## src/rtl/icache_refill_ctrl_pkg.sv

```systemverilog
// Shared instruction-fetch defines: bus widths, refill line geometry and the
// refill controller state encoding.
package icache_refill_ctrl_pkg;

    localparam int unsigned INST_ADDR_BUS_W = 64;
    localparam int unsigned INST_BUS_W      = 32;

    // 64-byte line of 4-byte instructions
    localparam int unsigned ICACHE_LINE_WORDS = 16;
    localparam int unsigned LINE_OFFSET_W     = 6;
    localparam logic [INST_ADDR_BUS_W-1:0] LINE_OFFSET_MASK =
        {{(INST_ADDR_BUS_W-LINE_OFFSET_W){1'b1}}, {LINE_OFFSET_W{1'b0}}};

    typedef enum logic [2:0] {
        ST_IDLE  = 3'd0,
        ST_ADDR  = 3'd1,
        ST_DATA  = 3'd2,
        ST_DONE  = 3'd3,
        ST_FLUSH = 3'd4
    } refill_state_t;

endpackage

```

## src/rtl/icache_refill_ctrl.sv

```systemverilog
// Instruction cache line refill controller: fetches one line word by word with a
// single outstanding bus read and handles fence.i invalidation.
module icache_refill_ctrl
    import icache_refill_ctrl_pkg::*;
#(
    parameter int unsigned LINE_WORDS = ICACHE_LINE_WORDS,
    parameter int unsigned ADDR_W     = INST_ADDR_BUS_W,
    parameter int unsigned INST_W     = INST_BUS_W
) (
    input  logic              Clk,
    input  logic              Rst,
    input  logic [ADDR_W-1:0] PcIn,
    input  logic              CacheMissing,
    input  logic              CacheFull,
    input  logic              FlushReq,
    output logic              BusReadValid,
    output logic [ADDR_W-1:0] BusReadAddr,
    input  logic              BusReadReady,
    input  logic              BusDataValid,
    input  logic [INST_W-1:0] BusDataIn,
    output logic [ADDR_W-1:0] PrePcOut,
    output logic [INST_W-1:0] InstOut,
    output logic              ReadShakeHands,
    output logic              CacheInvalidate,
    output logic              RefillBusy,
    output logic              StallReq
);

    localparam int unsigned CNT_W = (LINE_WORDS > 1) ? $clog2(LINE_WORDS) : 1;
    localparam logic [ADDR_W-1:0] BASE_MASK = ADDR_W'(LINE_OFFSET_MASK);
    localparam logic [CNT_W-1:0]  LAST_WORD = CNT_W'(LINE_WORDS - 1);

    refill_state_t     state_q, state_d;
    logic [ADDR_W-1:0] base_q;
    logic [CNT_W-1:0]  word_cnt_q;
    logic              flush_pend_q, flush_pend_d;
    logic [ADDR_W-1:0] pre_pc_q;
    logic [INST_W-1:0] inst_q;
    logic              wr_stb_q;
    logic [ADDR_W-1:0] beat_addr;
    logic              load_base, cnt_inc, write_beat;

    // Base has its offset bits cleared, so the word offset never carries upward.
    assign beat_addr = base_q + ADDR_W'({word_cnt_q, 2'b00});

    always_comb begin
        state_d      = state_q;
        flush_pend_d = flush_pend_q;
        load_base    = 1'b0;
        cnt_inc      = 1'b0;
        write_beat   = 1'b0;
        unique case (state_q)
            ST_IDLE: begin
                flush_pend_d = 1'b0;
                if (FlushReq) begin
                    state_d = ST_FLUSH;
                end else if (CacheMissing || !CacheFull) begin
                    load_base = 1'b1;
                    state_d   = ST_ADDR;
                end
            end
            ST_ADDR: begin
                if (FlushReq) flush_pend_d = 1'b1;
                if (BusReadReady) state_d = ST_DATA;
            end
            ST_DATA: begin
                if (FlushReq) flush_pend_d = 1'b1;
                if (BusDataValid) begin
                    // A flush seen during this read drops the beat instead of writing it.
                    if (flush_pend_q || FlushReq) begin
                        state_d = ST_FLUSH;
                    end else begin
                        write_beat = 1'b1;
                        if (word_cnt_q == LAST_WORD) begin
                            state_d = ST_DONE;
                        end else begin
                            cnt_inc = 1'b1;
                            state_d = ST_ADDR;
                        end
                    end
                end
            end
            ST_DONE: state_d = ST_IDLE;
            ST_FLUSH: begin
                flush_pend_d = 1'b0;
                state_d      = ST_IDLE;
            end
            default: state_d = ST_IDLE;
        endcase
    end

    always_ff @(posedge Clk) begin
        if (Rst) begin
            state_q      <= ST_IDLE;
            base_q       <= '0;
            word_cnt_q   <= '0;
            flush_pend_q <= 1'b0;
            pre_pc_q     <= '0;
            inst_q       <= '0;
            wr_stb_q     <= 1'b0;
        end else begin
            state_q      <= state_d;
            flush_pend_q <= flush_pend_d;
            wr_stb_q     <= write_beat;
            if (load_base) begin
                base_q     <= PcIn & BASE_MASK;
                word_cnt_q <= '0;
            end else if (cnt_inc) begin
                word_cnt_q <= word_cnt_q + CNT_W'(1);
            end
            if (write_beat) begin
                pre_pc_q <= beat_addr;
                inst_q   <= BusDataIn;
            end
        end
    end

    assign BusReadValid    = (state_q == ST_ADDR);
    assign BusReadAddr     = BusReadValid ? beat_addr : '0;
    assign PrePcOut        = pre_pc_q;
    assign InstOut         = inst_q;
    assign ReadShakeHands  = wr_stb_q;
    assign CacheInvalidate = (state_q == ST_FLUSH);
    assign RefillBusy      = (state_q != ST_IDLE);
    assign StallReq        = RefillBusy | CacheMissing;

endmodule

```

## config.mk

```make
export PLATFORM = sky130hd
export DESIGN_NAME = icache_refill_ctrl
export DESIGN_NICKNAME = d
export VERILOG_FILES = /design/src/rtl/icache_refill_ctrl_pkg.sv /design/src/rtl/icache_refill_ctrl.sv
export SDC_FILE = /design/constraint.sdc
export NUM_CORES = 1
export LEC_CHECK = 0
export ABC_CLOCK_PERIOD_IN_PS = 4200
export CORE_MARGIN = 3
export CORE_UTILIZATION = 47
export CTS_BUF_LIST = sky130_fd_sc_hd__clkbuf_2 sky130_fd_sc_hd__clkbuf_4 sky130_fd_sc_hd__clkbuf_8
export DETAILED_ROUTE_END_ITERATION = 10
export GPL_TIMING_DRIVEN = 0
export PLACE_DENSITY = 0.88
export SYNTH_ARGS = -nofsm -noshare
export SYNTH_HDL_FRONTEND = slang
export SYNTH_SLANG_ARGS = --single-unit
```

## constraint.sdc

```tcl
create_clock -name Clk -period 4.2 [get_ports Clk]
set_input_delay 1.26 -clock Clk [delete_from_list [all_inputs] [get_ports Clk]]
set_output_delay 1.26 -clock Clk [all_outputs]
set_load 0.01 [all_outputs]
```

==> results of run 1 <==
-- cell type report --
cell class                      count  area, um2  share of cell area, %
Sequential cell                   161       3220                   34.4
Inverter                            2       7.51                 0.0802
Timing Repair Buffer              258       2580                   27.5
Clock buffer                       22        284                   3.03
Tap cell                          172        215                   2.30
Buffer                             64        343                   3.66
Clock inverter                     10        110                   1.18
Multi-Input combinational cell    568       2600                   27.8
-- per-stage QoR --
stage	cells	cell area [um2]
4_1_cts	1255	9350
5_1_grt	1257	9360
6_report	1257	9360
3_3_place_gp	1223	8950
3_5_place_dp	1223	8950
2_1_floorplan	795	6170
-- cell usage in the layout (no fill, tap or decap), drive strengths merged, types with 2 or more instances in the layout --
cell / synthesis / routed
nand2: 308 / 308
clkdlybuf4s50: 0 / 256
dfxtp: 161 / 161
a21oi: 154 / 154
and2: 62 / 62
clkbuf: 32 / 54
buf: 32 / 34
nor2: 8 / 8
clkinv: 0 / 7
nor3: 4 / 4
o21ai: 4 / 4
conb: 1 / 4
or3: 2 / 2
inv: 2 / 2
nand3: 2 / 2
bufinv: 0 / 2
nand2b: 2 / 2
nor2b: 2 / 2
-- how the worst max path moves through the flow --
stage	from	end	slack, ps	cells past startpoint
final	state_q[1]	BusReadAddr[10]	320	6
after global routing	state_q[1]	BusReadAddr[11]	190	6
after CTS	state_q[1]	BusReadAddr[60]	70	5
after detailed placement	state_q[1]	BusReadAddr[60]	420	5
after global placement	state_q[1]	BusReadAddr[60]	430	5
after floorplan	CacheMissing	StallReq	1370	1
-- critical path, delay by kind of cell, from the launching register on --
family,cells,cell delay (ps)
buffers and inverters,4,1350
flip-flops,1,340
AND/OR/NAND/NOR,2,480
-- routing by layer --
layer  track usage [%]  vias up  share of wire, %
li1                  -     3092                 -
met1              31.5     2853                40
met5                 0        -                 0
met4              11.5        0               3.3
met3              7.11       46               6.5
met2              44.7      232                50
-- power by group --
group | total [uW] | switching (uW) | internal, uW
registers | 1600 | 30.7 | 1570
clock network | 1120 | 548 | 576
logic | 358 | 176 | 182
total | 3080 | 755 | 2330
-- cells by family after synthesis --
group | synth area share (%)
compound gates | 13.5
xor+xnor | 0.142
fa+ha+maj | 0.203
buf+inv | 5.69
flops | 52.3
mux | 0.163
other cells | 0.0609
simple gates | 27.9
-- state kept, by name, indices dropped and copies added (netlist names) --
name,count
flush_pend_q,1
ReadShakeHands,1
PrePcOut,62
base_q,58
InstOut,32
word_cnt_q,4
state_q,3
-- timing repair --
item | 4_1_cts | 5_1_grt
pin swaps | 0 | 1
setup endpoints to repair | 43 | 8
gates resized for setup | 1 | 0
buffers inserted | 0 | 2
hold buffers | 0 | 0
==> run_results.csv, run 1 <==
group,metric,value,unit
run_status,status,"completed",
route,wl_per_cell,15.4,um
synth,synth-seq-area-share,52.3,%
min_path,min-delay-start,"InstOut[17]",
clock_network,cts_tree,"yes",
die,initial_core_util,48.4,%
power,p_total,3080,uW
critical_path,r2r_end,"PrePcOut[51]",
finish,final_nets,1176,
finish,diodes,0,
sta,hold_viol_final,0,
synth,synth_commonest_cells,"nand2_1, dfxtp_1, a21oi_1, and2_1, clkbuf_1",
power,cellPowerDensity,329,nW/um2
finish,final_core_util,73.6,%
global_route,grt_max_degree,17,
sta,relSlewSlack,53.9,%
route,vias,6223,
min_path,hold_end,"InstOut[17]",
clock_network,cts_buffers,17,
synth,synth_most_common_cell,"nand2_1",
route,first_pass_iters,5,
sta,max_clock_freq,258,MHz
global_route,overflow,0,
sta,fin_ws,325,ps
critical_path,endpoint_kind,"primary output",
die,die_h,120,um
synth,yosys_warnings,0,
critical_path,slowest_stage,"clkdlybuf4s50_1",
placed_design,io_buffers,256,
clock_network,clock_sinks,161,
power,peakVddDrop,0.000207,V
synth,synth_cell_types,36,
critical_path,regToRegStartpoint,"state_q[0]",
sta,setup_tns,0,ps
synth,netlist.top_cell.by_area,"dfxtp_1",
critical_path,critical_path.cell_chain,"clkbuf_1 > nor3b_4 > buf_4 > clkbuf_1 > and2_1 > clkdlybuf4s50_1",
placed_design,hpwl,14400,um
die,chipWidth,120,um
sta,min_period_over_period,92.3,%
finish,drive_gt1_share,6.18,%
critical_path,required,2940,ps
route,wl,19400,um
placed_design,dp_slack,423,ps
critical_path,crit_path_frequent_cell,"clkbuf_1",
route,drc,0,
critical_path,path_class,"reg -> out",
min_path,hp-class,"reg -> reg",
synth,synth_edf_count,0,
die,core_area,12700,um2
sta,rsz0062_at_grt,"no",
die,die-area,14500,um2
sta,skew,10.5,ps
critical_path,max_stage_delay,560,ps
synth,synth_area_per_cell,7.78,um2
synth,synth.ff_latch_count,161,
global_route,grt_pass1_vias,5976,
critical_path,arrival,2620,ps
sta,worst_slew_pin_slew,691,ps
sta,fin_crit,3880,ps
critical_path,crit_path_max_fanout,10,
critical_path,critPathLaunchType,"flip-flop",
sta,whs,455,ps
clock_network,clk-insertion-delay-late,440,ps
critical_path,r2r_cells,7,
die,row_count,41,
synth,yosys_most_used_dff,"dfxtp_1",
sta,setup_violations,0,
synth,syn_inst,792,
placed_design,place_congestion,0.875,
global_route,antenna_found_initial,0,
power,leakage,0.00331,uW
route,initialDrtViolationCount,386,
route,ant_nets,0,
global_route,grt_pass1_wl,30500,um
synth,synthTopCellsByArea,"dfxtp_1, nand2_1, a21oi_1",
sta,report.final.slew_viol_count,0,
clock_network,clkSlewWorstSetupHoldPaths,80,ps
critical_path,r2r_slack,2170,ps
synth,yosysTopAreaCellShare,52.3,%
finish,fillers,1047,
clock_network,root_buffer,"clkbuf_8",
global_route,gr-usage-all-layers,26.4,%
synth,synthArstFlopShare,0,%
clock_network,htreeDepth,4,
job,cap_violations,0,
finish,areaGrowthSynthToFinish,52.0,%
min_path,worstHoldPathCells,2,
synth,netlist_area,6160,um2
die,ios,268,
clock_network,cts_max_path_buffers,2,
route,vias_per_cell,4.95,
No activity file was read; power rests on OpenSTA's default activity.
==> inputs of run 2 (changes only) <==
- CORE_ASPECT_RATIO: default -> 0.7
- CTS_CLUSTER_DIAMETER: default -> 200
- SLEW_MARGIN: default -> 30
==> run_results.csv, run 2 (same netlist as run 1, synthesis figures left out) <==
group,metric,value,unit
placed_design,hpwl,14700,um
die,die_h,102,um
run_status,status,"completed",
clock_network,cts_tree,"yes",
power,p_seq_share,51.2,%
sta,skew,17.0,ps
route,wl_per_cell,15.9,um
critical_path,critPathLaunchType,"flip-flop",
clock_network,root_buffer,"clkbuf_8",
finish,areaGrowthSynthToFinish,52.4,%
sta,min_period_over_period,92.8,%
die,row_count,34,
clock_network,cts_buffers,17,
route,first_pass_iters,8,
power,p_int,2320,uW
die,initial_core_util,48.9,%
power,clkPwrFrac,37.2,%
sta,setup_tns,0,ps
global_route,antenna_found_initial,0,
power,switching_share,26.0,%
finish,final_nets,1179,
power,combinationalPowerShare,11.7,%
route,vias_per_cell,5.02,
sta,worst_slew_pin_slew,640,ps
route,vias,6270,
clock_network,clock_sinks,161,
clock_network,clkSlewWorstSetupHoldPaths,80,ps
critical_path,required,2940,ps
route,wl,19800,um
finish,layout_commonest_cell,"nand2_1",
finish,diodes,0,
critical_path,crit_path_max_fanout,10,
placed_design,io_buffers,256,
sta,setup_violations,0,
sta,max_clock_freq,257,MHz
power,p_sw,812,uW
clock_network,htreeDepth,4,
placed_design,place_congestion,0.853,
power,p_total,3130,uW
power,peakVddDrop,0.000358,V
clock_network,cts_max_path_buffers,2,
clock_network,clk-insertion-delay-late,450,ps
die,chipWidth,143,um
route,ant_nets,0,
critical_path,path_class,"reg -> out",
global_route,grt_pass1_vias,5968,
route,drc,0,
route,initialDrtViolationCount,294,
die,ios,268,
sta,fin_crit,3900,ps
global_route,gr-usage-all-layers,26.8,%
global_route,grt_pass1_wl,30500,um
die,core_area,12600,um2
finish,largest_reg_flops,62,
critical_path,endpoint_kind,"primary output",
sta,relSlewSlack,57.3,%
global_route,grt_max_degree,17,
power,leakage,0.00332,uW
finish,final_cell_mix,"nand2_1, clkdlybuf4s50_1, dfxtp_1, a21oi_1, and2_1",
min_path,hp-class,"reg -> reg",
sta,report.final.slew_viol_count,0,
finish,drive_gt1_share,6.43,%
die,die-area,14500,um2
power,cellPowerDensity,333,nW/um2
sta,hold_viol_final,0,
critical_path,arrival,2640,ps
global_route,overflow,0,
job,cap_violations,0,
sta,rsz0062_at_grt,"no",
-- run 2: layout make-up --
class	count	area (um2)
repair buffers	261	2600
plain buffers	64	343
clock inverters	13	149
well taps	162	203
inverters	2	7.51
flip-flops and latches	161	3220
fillers	952	3210
multi-input cells	568	2600
clock buffers	19	255
-- run 2: power by group through the flow --
stage	Combinational (uW)	Sequential (uW)	Clock, uW
finish	365	1600	1160
global route	397	1610	1240
CTS	365	1600	1170
detailed placement	355	1640	0
global placement	350	1630	0
floorplan	170	1630	0
-- run 2: timing repair --
action,4_1_cts,5_1_grt
endpoints found under the setup margin,39,0
hold buffers,0,0
setup buffers,5,0
resized for setup,1,0
-- run 2: per-layer routing --
metal  routed length, um  share of wire, %  vias to the layer above  track usage, %
li1                    -                 -                     3102               -
met1                8260                42                     2861            33.6
met2                9280                47                      278            44.2
met3                1950               9.8                       29            9.11
met4                 353               1.8                        0            7.82
met5                   0                 0                        -               0
-- run 2: critical path: stages (launching register included) --
cell,delay [ps]
dfxtp_1,350
clkbuf_1,240
nor3b_4,320
buf_4,190
clkbuf_1,340
and2_1,210
clkdlybuf4s50_1,560
-- run 2: stage by stage --
stage          hold slack (ps)  utilization (%)  setup slack [ps]  instances  area (um2)
2_1_floorplan              441                -              1370        795        6170
3_3_place_gp               441             71.0               327       1213        8930
3_5_place_dp               445             71.0               234       1213        8930
4_1_cts                    456             74.5               288       1250        9380
5_1_grt                    477             74.5               112       1250        9380
6_report                   456             74.5               302       1250        9380
-- run 2: path summary, 6_finish.rpt --
| path | from | to | slack (ps) | depth (start not counted) |
|---|---|---|---|---|
| setup / recovery | state_q[1] | BusReadAddr[14] | 300 | 6 |
| hold / removal | InstOut[13] | InstOut[13] | 460 | 2 |
| setup reg to reg | state_q[0] | PrePcOut[44] | 2160 | 7 |
| hold reg to reg | InstOut[13] | InstOut[13] | 460 | 2 |
==> RTL change 1, RTL diff (config.mk and constraints of run 1) <==
`ICACHE_LINE_WORDS`: 16 -> 8.
--- a/src/rtl/icache_refill_ctrl_pkg.sv
+++ b/src/rtl/icache_refill_ctrl_pkg.sv
@@ -6,7 +6,7 @@
     localparam int unsigned INST_BUS_W      = 32;
 
     // 64-byte line of 4-byte instructions
-    localparam int unsigned ICACHE_LINE_WORDS = 16;
+    localparam int unsigned ICACHE_LINE_WORDS = 8;
     localparam int unsigned LINE_OFFSET_W     = 6;
     localparam logic [INST_ADDR_BUS_W-1:0] LINE_OFFSET_MASK =
         {{(INST_ADDR_BUS_W-LINE_OFFSET_W){1'b1}}, {LINE_OFFSET_W{1'b0}}};
Behaviour: same outputs for any inputs over 4 cycles, from zero or initial values and one cycle with Rst high; that may be too few to reach the edited logic, so the function may still have changed.
==> RTL change 1 against run 1 <==
Sequential cell count decreased by 2; power increased by 2.5%; setup slack got worse by 0.13 ns; area after synthesis increased by 11%; final area increased by 7.1%; clock skew increased by 0.0032 ns; first-iteration DRC count increased by 90%; wire length increased by 26%.
==> RTL change 1: results (changes against run 1) <==
* Run status: complete, no violations
* R2r worst-path depth at 6 (-1)
* HPWL after detailed placement at 17.6 mm (+22%)
* Number of flip-flops in the largest register at 61 (-1.6%)
* Worst-Skew Late Latency at 0.47 ns (+0.03 ns)
* Sw power at 0.902 mW (+19%)
* Total detailed-routing wirelength at 24.5 mm (+26%)
* Critical path fanouts, max at 10 (unchanged)
* Mean number of vias per cell at 5.89 (+19%)
* Hold worst-path end: PrePcOut[57]
* Flop2flop setup slack at 1.99 ns (-0.18 ns)
* Reg-to-reg critical path endpoint: word_cnt_q[0]
* Vias in the first global route at 7146 (+20%)
* Clk root buf: sky130_fd_sc_hd__clkbuf_8
* Post-synthesis xor/xnor area fraction at 0% (-0.14 points)
* Sequential element share of the synthesized area at 46.6% (-5.8 points)
* Critical path arrival at 2.75 ns (+0.13 ns)
* FFs w/ async S/R, synth at 0% (unchanged)
* Count of placed standard cells in the final layout, fillers left out at 1301 (+3.5%)
* Area fraction in compound gates after synthesis at 25.7% (+12 points)
* Leakage power of the design at 3.37 nW (+1.8%)
* Placer Congestion at 0.893 (+2.1%)
* Peak supply drop at 0.193 mV (-6.8%)
* Hold path startpoint: PrePcOut[57]
* Cell area after placement at 9630 sq um (+7.6%)
* Average size of a mapped cell at 8.25 sq um (+6.0%)
* Most instantiated cells after synthesis: sky130_fd_sc_hd__dfxtp_1, sky130_fd_sc_hd__a21oi_1, sky130_fd_sc_hd__o21ai_0
* Multiplexer share of the synthesized area at 0% (-0.16 points)
* Launch point of the worst reg-to-reg path: state_q[2]
* Post-CTS setup repair buffer count at 0 (unchanged)
* Proportion of layout cells with a drive suffix above 1 at 5.62% (-0.56 points)
* Met2 routing resource usage after global routing at 47.4% (+2.6 points)
* Top post-synthesis cells by area: sky130_fd_sc_hd__dfxtp_1, sky130_fd_sc_hd__a21oi_1, sky130_fd_sc_hd__o21ai_0
* Total CTS buffers at 17 (unchanged)
* Yosys cell types at 32 (-11%)
* Final hold slack at 0.474 ns (+0.0185 ns)
* Wire length of the first global-routing pass at 37.5 mm (+23%)
* Number of input and output port buffers inserted at 254 (-0.78%)
* Worst Hold Class: flip-flop to flip-flop
* Starting DRT DRC Count at 732 (+90%)
* Largest net degree at the start of global routing at 17 (unchanged)
* Net count, final at 1213 (+3.1%)
* Yosys synthesis warning count at 0 (unchanged)
* DRT Pass-1 Iters at 6 (+1)
* Clock transition at the registers of the reported paths at 0.09 ns
* DP Worst Slack at 0.268 ns (-0.155 ns)
* Longest Clk Path Bufs at 2 (unchanged)
* Arithmetic-cell share of the synthesized area counting full adders, half adders and majority gates at 0.366% (+0.16 points)
* Setup skew after layout at 0.0137 ns (+0.00322 ns)
* Met3 Use GR at 7.96% (+0.85 points)
* Global-route track usage on met1 at 36.5% (+4.9 points)
* Slew at the pin with the worst max-slew slack at 0.853 ns (+0.162 ns)
* Initial antenna violation count at 0 (unchanged)
* Combined global-route utilization of all metal layers at 29.1% (+2.6 points)
-- RTL change 1: cell count changes in the layout (fill, tap and decap cells not counted), sizes merged, moves of 3 or more --
cell	change
nor2	-8
nand4	+59
nand3	+91
nor3b	+3
o21ai	+91
buf	-11
o31ai	+62
clkbuf	+58
nand2	-307
inv	+5
-- RTL change 1: critical path, stage by stage (launching register included) --
cell	delay (ns)
sky130_fd_sc_hd__dfxtp_1	0.32
sky130_fd_sc_hd__buf_2	0.21
sky130_fd_sc_hd__nor3b_4	0.38
sky130_fd_sc_hd__buf_4	0.22
sky130_fd_sc_hd__clkbuf_1	0.39
sky130_fd_sc_hd__and2_1	0.22
sky130_fd_sc_hd__clkdlybuf4s50_1	0.54
-- RTL change 1: how the worst max path moves through the flow --
stage	startpoint	to	slack (ns)	depth (start not counted)
floorplan	state_q[0]	BusReadAddr[53]	1.47	4
global placement	state_q[0]	BusReadAddr[47]	0.09	5
detailed placement	state_q[0]	BusReadAddr[27]	0.27	6
CTS	state_q[0]	BusReadAddr[45]	0.06	6
global route	state_q[0]	BusReadAddr[45]	0.09	6
finish	state_q[0]	BusReadAddr[47]	0.19	6
-- RTL change 1: kinds of logic after synthesis --
group,count (synthesis)
AOI/OAI and AO/OA,316
DFF,159
adders and majority gates,2
other,1
buffers and inverters,118
and+or+nand+nor,233
-- RTL change 1: cell type report --
cell class | count | area [sq um]
fill | 1133 | 4010
sequential | 159 | 3180
multi-input combinational | 557 | 3180
timing repair buffer | 255 | 2550
buffer | 113 | 482
clock buffer | 21 | 283
tap | 180 | 225
clock inverter | 11 | 108
inverter | 5 | 18.8
-- RTL change 1: power by group through the flow --
stage / combinational (mW) / sequential [mW] / clock (mW)
5_1_grt: 0.479 / 1.58 / 1.19
4_1_cts: 0.439 / 1.58 / 1.13
6_report: 0.448 / 1.58 / 1.13
3_5_place_dp: 0.436 / 1.61 / 0
3_3_place_gp: 0.431 / 1.61 / 0
2_1_floorplan: 0.229 / 1.60 / 0
-- RTL change 1: layer usage --
metal  share of wire [%]  vias up  wire length [um]
li1                    -     3581                 -
met3                  10       57              2470
met4                 3.0        0               728
met2                  47      408             11500
met5                   0        -                 0
met1                  40     3620              9800
==> RTL change 2, RTL diff (flow settings as in run 1) <==
Without the edit above. Re-encode `refill_state_t` (5 states) as one-hot, 5 bits wide.
--- a/src/rtl/icache_refill_ctrl_pkg.sv
+++ b/src/rtl/icache_refill_ctrl_pkg.sv
@@ -11,12 +11,12 @@
     localparam logic [INST_ADDR_BUS_W-1:0] LINE_OFFSET_MASK =
         {{(INST_ADDR_BUS_W-LINE_OFFSET_W){1'b1}}, {LINE_OFFSET_W{1'b0}}};
 
-    typedef enum logic [2:0] {
-        ST_IDLE  = 3'd0,
-        ST_ADDR  = 3'd1,
-        ST_DATA  = 3'd2,
-        ST_DONE  = 3'd3,
-        ST_FLUSH = 3'd4
+    typedef enum logic [4:0] {
+        ST_IDLE  = 5'b00001,
+        ST_ADDR  = 5'b00010,
+        ST_DATA  = 5'b00100,
+        ST_DONE  = 5'b01000,
+        ST_FLUSH = 5'b10000
     } refill_state_t;
 
 endpackage
Function: no difference found for any inputs over 4 cycles, from zero or initial values and one cycle with Rst high; so few cycles prove little.
==> RTL change 2 against run 1 <==
Critical path depth did not move; sequential share of layout area is 0.26 points higher; final area grew 0.49%; area after synthesis rose by 0.87%; final cell count rose by 0.56%; setup slack got worse by 0.18 ns; wire length rose by 2.1%; power grew 1.4%; via count up 2.5%; sequential cell count is 2 higher; critical path type unchanged.
==> RTL change 2: results (changes against run 1) <==
* Run status: complete, no violations
* Post-CTS setup repair buffer count at 0 (unchanged)
* Placer Congestion at 0.874 (about the same)
* Peak supply drop at 0.221 mV (+6.6%)
* Largest net degree at the start of global routing at 17 (unchanged)
* Worst-Skew Late Latency at 0.45 ns
* Final max-slew violation count at 0 (unchanged)
* R2r worst-path depth at 5 (-2)
* Total detailed-routing wirelength at 19.8 mm (+2.1%)
* Vias in the first global route at 6255 (+4.7%)
* Flop2flop setup slack at 1.79 ns (-0.38 ns)
* Met3 wire length at 1.96 mm (+55%)
* Wire length of the first global-routing pass at 30.9 mm (+1.2%)
* Slew at the pin with the worst max-slew slack at 1.05 ns (+0.358 ns)
* Number of instances on the worst hold path at 2 (unchanged)
* Yosys synthesis warning count at 0 (unchanged)
* Yosys cell types at 40 (+11%)
* Reg-to-reg critical path endpoint: base_q[17]
* Worst Hold Class: flip-flop to flip-flop
* Total of fill cells in the finished design at 972 (-7.2%)
* Total CTS buffers at 17 (unchanged)
* Remaining antenna violation count after routing at 0 (unchanged)
* Hold path startpoint: InstOut[18]
* Sw power at 0.765 mW (+1.4%)
* Met2 routing resource usage after global routing at 45.8% (+1.1 points)
* Net count, final at 1183 (+0.60%)
* FFs w/ async S/R, synth at 0% (unchanged)
* Top post-synthesis cells by area: sky130_fd_sc_hd__dfxtp_1, sky130_fd_sc_hd__nand2_1, sky130_fd_sc_hd__a21oi_1
* Combined global-route utilization of all metal layers at 26.7% (+0.31 points)
* Leakage power of the design at 3.26 nW (-1.5%)
* Met3 Use GR at 9.09% (+2.0 points)
* Launch point of the worst reg-to-reg path: state_q[0]
* Clk root buf: sky130_fd_sc_hd__clkbuf_8
* DRT Pass-1 Iters at 6 (+1)
* Floorplan row count at 41 (unchanged)
* Uppermost signal routing layer after detailed routing: met4
* Most instantiated cells after synthesis: sky130_fd_sc_hd__nand2_1, sky130_fd_sc_hd__dfxtp_1, sky130_fd_sc_hd__a21oi_1
* Sum of met2 wire segment lengths after detailed routing at 9.70 mm (about the same)
* Critical path fanouts, max at 10 (unchanged)
* Predominant post-synthesis flop cell: sky130_fd_sc_hd__dfxtp_1
* Number of flip-flops in the largest register at 62 (unchanged)
* Starting DRT DRC Count at 430 (+11%)
* Hold worst-path end: InstOut[18]
* Longest Clk Path Bufs at 2 (unchanged)
* Sequential element share of the synthesized area at 52.5% (+0.19 points)
* Mean number of vias per cell at 5.05 (+1.9%)
* Initial antenna violation count at 0 (unchanged)
* HPWL after detailed placement at 14.9 mm (+2.9%)
* Post-CTS sizing at 0 (-1)
* Met1 Wirelength at 7.47 mm (-4.4%)
* Proportion of layout cells with a drive suffix above 1 at 5.31% (-0.86 points)
* Clock transition at the registers of the reported paths at 0.08 ns (about the same)
* Global-route track usage on met1 at 30.0% (-1.5 points)
* Number of input and output port buffers inserted at 255 (-0.39%)
* Setup skew after layout at 0.0101 ns (-0.000356 ns)
-- RTL change 2: changes by cell type in the layout (fill, tap and decap cells not counted), moves of 3 or more --
cell	delta
sky130_fd_sc_hd__clkbuf_1	+8
sky130_fd_sc_hd__buf_4	-5
sky130_fd_sc_hd__buf_6	-6
sky130_fd_sc_hd__nor4_1	+3
sky130_fd_sc_hd__nor3_1	+3
sky130_fd_sc_hd__nor2_1	-5
sky130_fd_sc_hd__clkbuf_2	+3
sky130_fd_sc_hd__o21ai_0	-3
-- RTL change 2: worst max-delay path by stage --
stage | startpoint | to | slack (ns)
after floorplan | CacheMissing | StallReq | 1.27
after global placement | CacheMissing | StallReq | 0.42
after detailed placement | CacheMissing | StallReq | 0.41
after CTS | state_q[2] | BusReadAddr[60] | 0.0006
after global routing | state_q[2] | BusReadAddr[40] | -0.03
final | state_q[2] | BusReadAddr[27] | 0.14
-- RTL change 2: kinds of logic (layout without fill, tap and decap cells) --
| family | count (synthesis) | in the layout | synth area share (%) |
|---|---|---|---|
| other | 1 | 4 | 0.0604 |
| DFF | 163 | 163 | 52.5 |
| AOI/OAI and AO/OA | 166 | 166 | 13.8 |
| xor gates and xnor gates | 1 | 1 | 0.141 |
| adders and majority gates | 1 | 1 | 0.201 |
| and+or+nand+nor | 404 | 404 | 28.4 |
| buffers and inverters | 65 | 352 | 4.65 |
| muxes | 1 | 1 | 0.161 |
-- RTL change 2: per-stage QoR --
stage	hold WS, ns	setup WS, ns	utilization, %	instances	area, sq um
floorplan	0.445	1.27	-	805	6220
global placement	0.437	0.421	70.4	1232	8990
detailed placement	0.443	0.413	70.4	1232	8990
CTS	0.454	0.000595	73.6	1264	9400
global route	0.467	-0.0253	73.7	1264	9410
finish	0.451	0.144	73.7	1264	9410
-- RTL change 2: area by class of cell --
| type | count | share of cell area (%) |
|---|---|---|
| clock inverter | 8 | 1.05 |
| tap | 172 | 2.29 |
| inverter | 2 | 0.120 |
| multi-input combinational | 577 | 28.4 |
| timing repair buffer | 255 | 27.1 |
| buffer | 63 | 3.03 |
| clock buffer | 24 | 3.31 |
| sequential | 163 | 34.7 |
-- RTL change 2: worst max-delay path: stages (launching register included) --
cell	delay [ns]
sky130_fd_sc_hd__dfxtp_1	0.37
sky130_fd_sc_hd__nor3_1	0.34
sky130_fd_sc_hd__nand3b_1	0.25
sky130_fd_sc_hd__clkinvlp_4	0.28
sky130_fd_sc_hd__buf_1	0.34
sky130_fd_sc_hd__and2_1	0.22
sky130_fd_sc_hd__clkdlybuf4s50_1	0.54
-- RTL change 2: power by group through the flow --
stage	clock network (mW)	logic, mW	registers, mW
finish	1.17	0.331	1.63
global route	1.25	0.365	1.64
CTS	1.18	0.330	1.63
detailed placement	0	0.328	1.66
global placement	0	0.322	1.66
floorplan	0	0.164	1.65
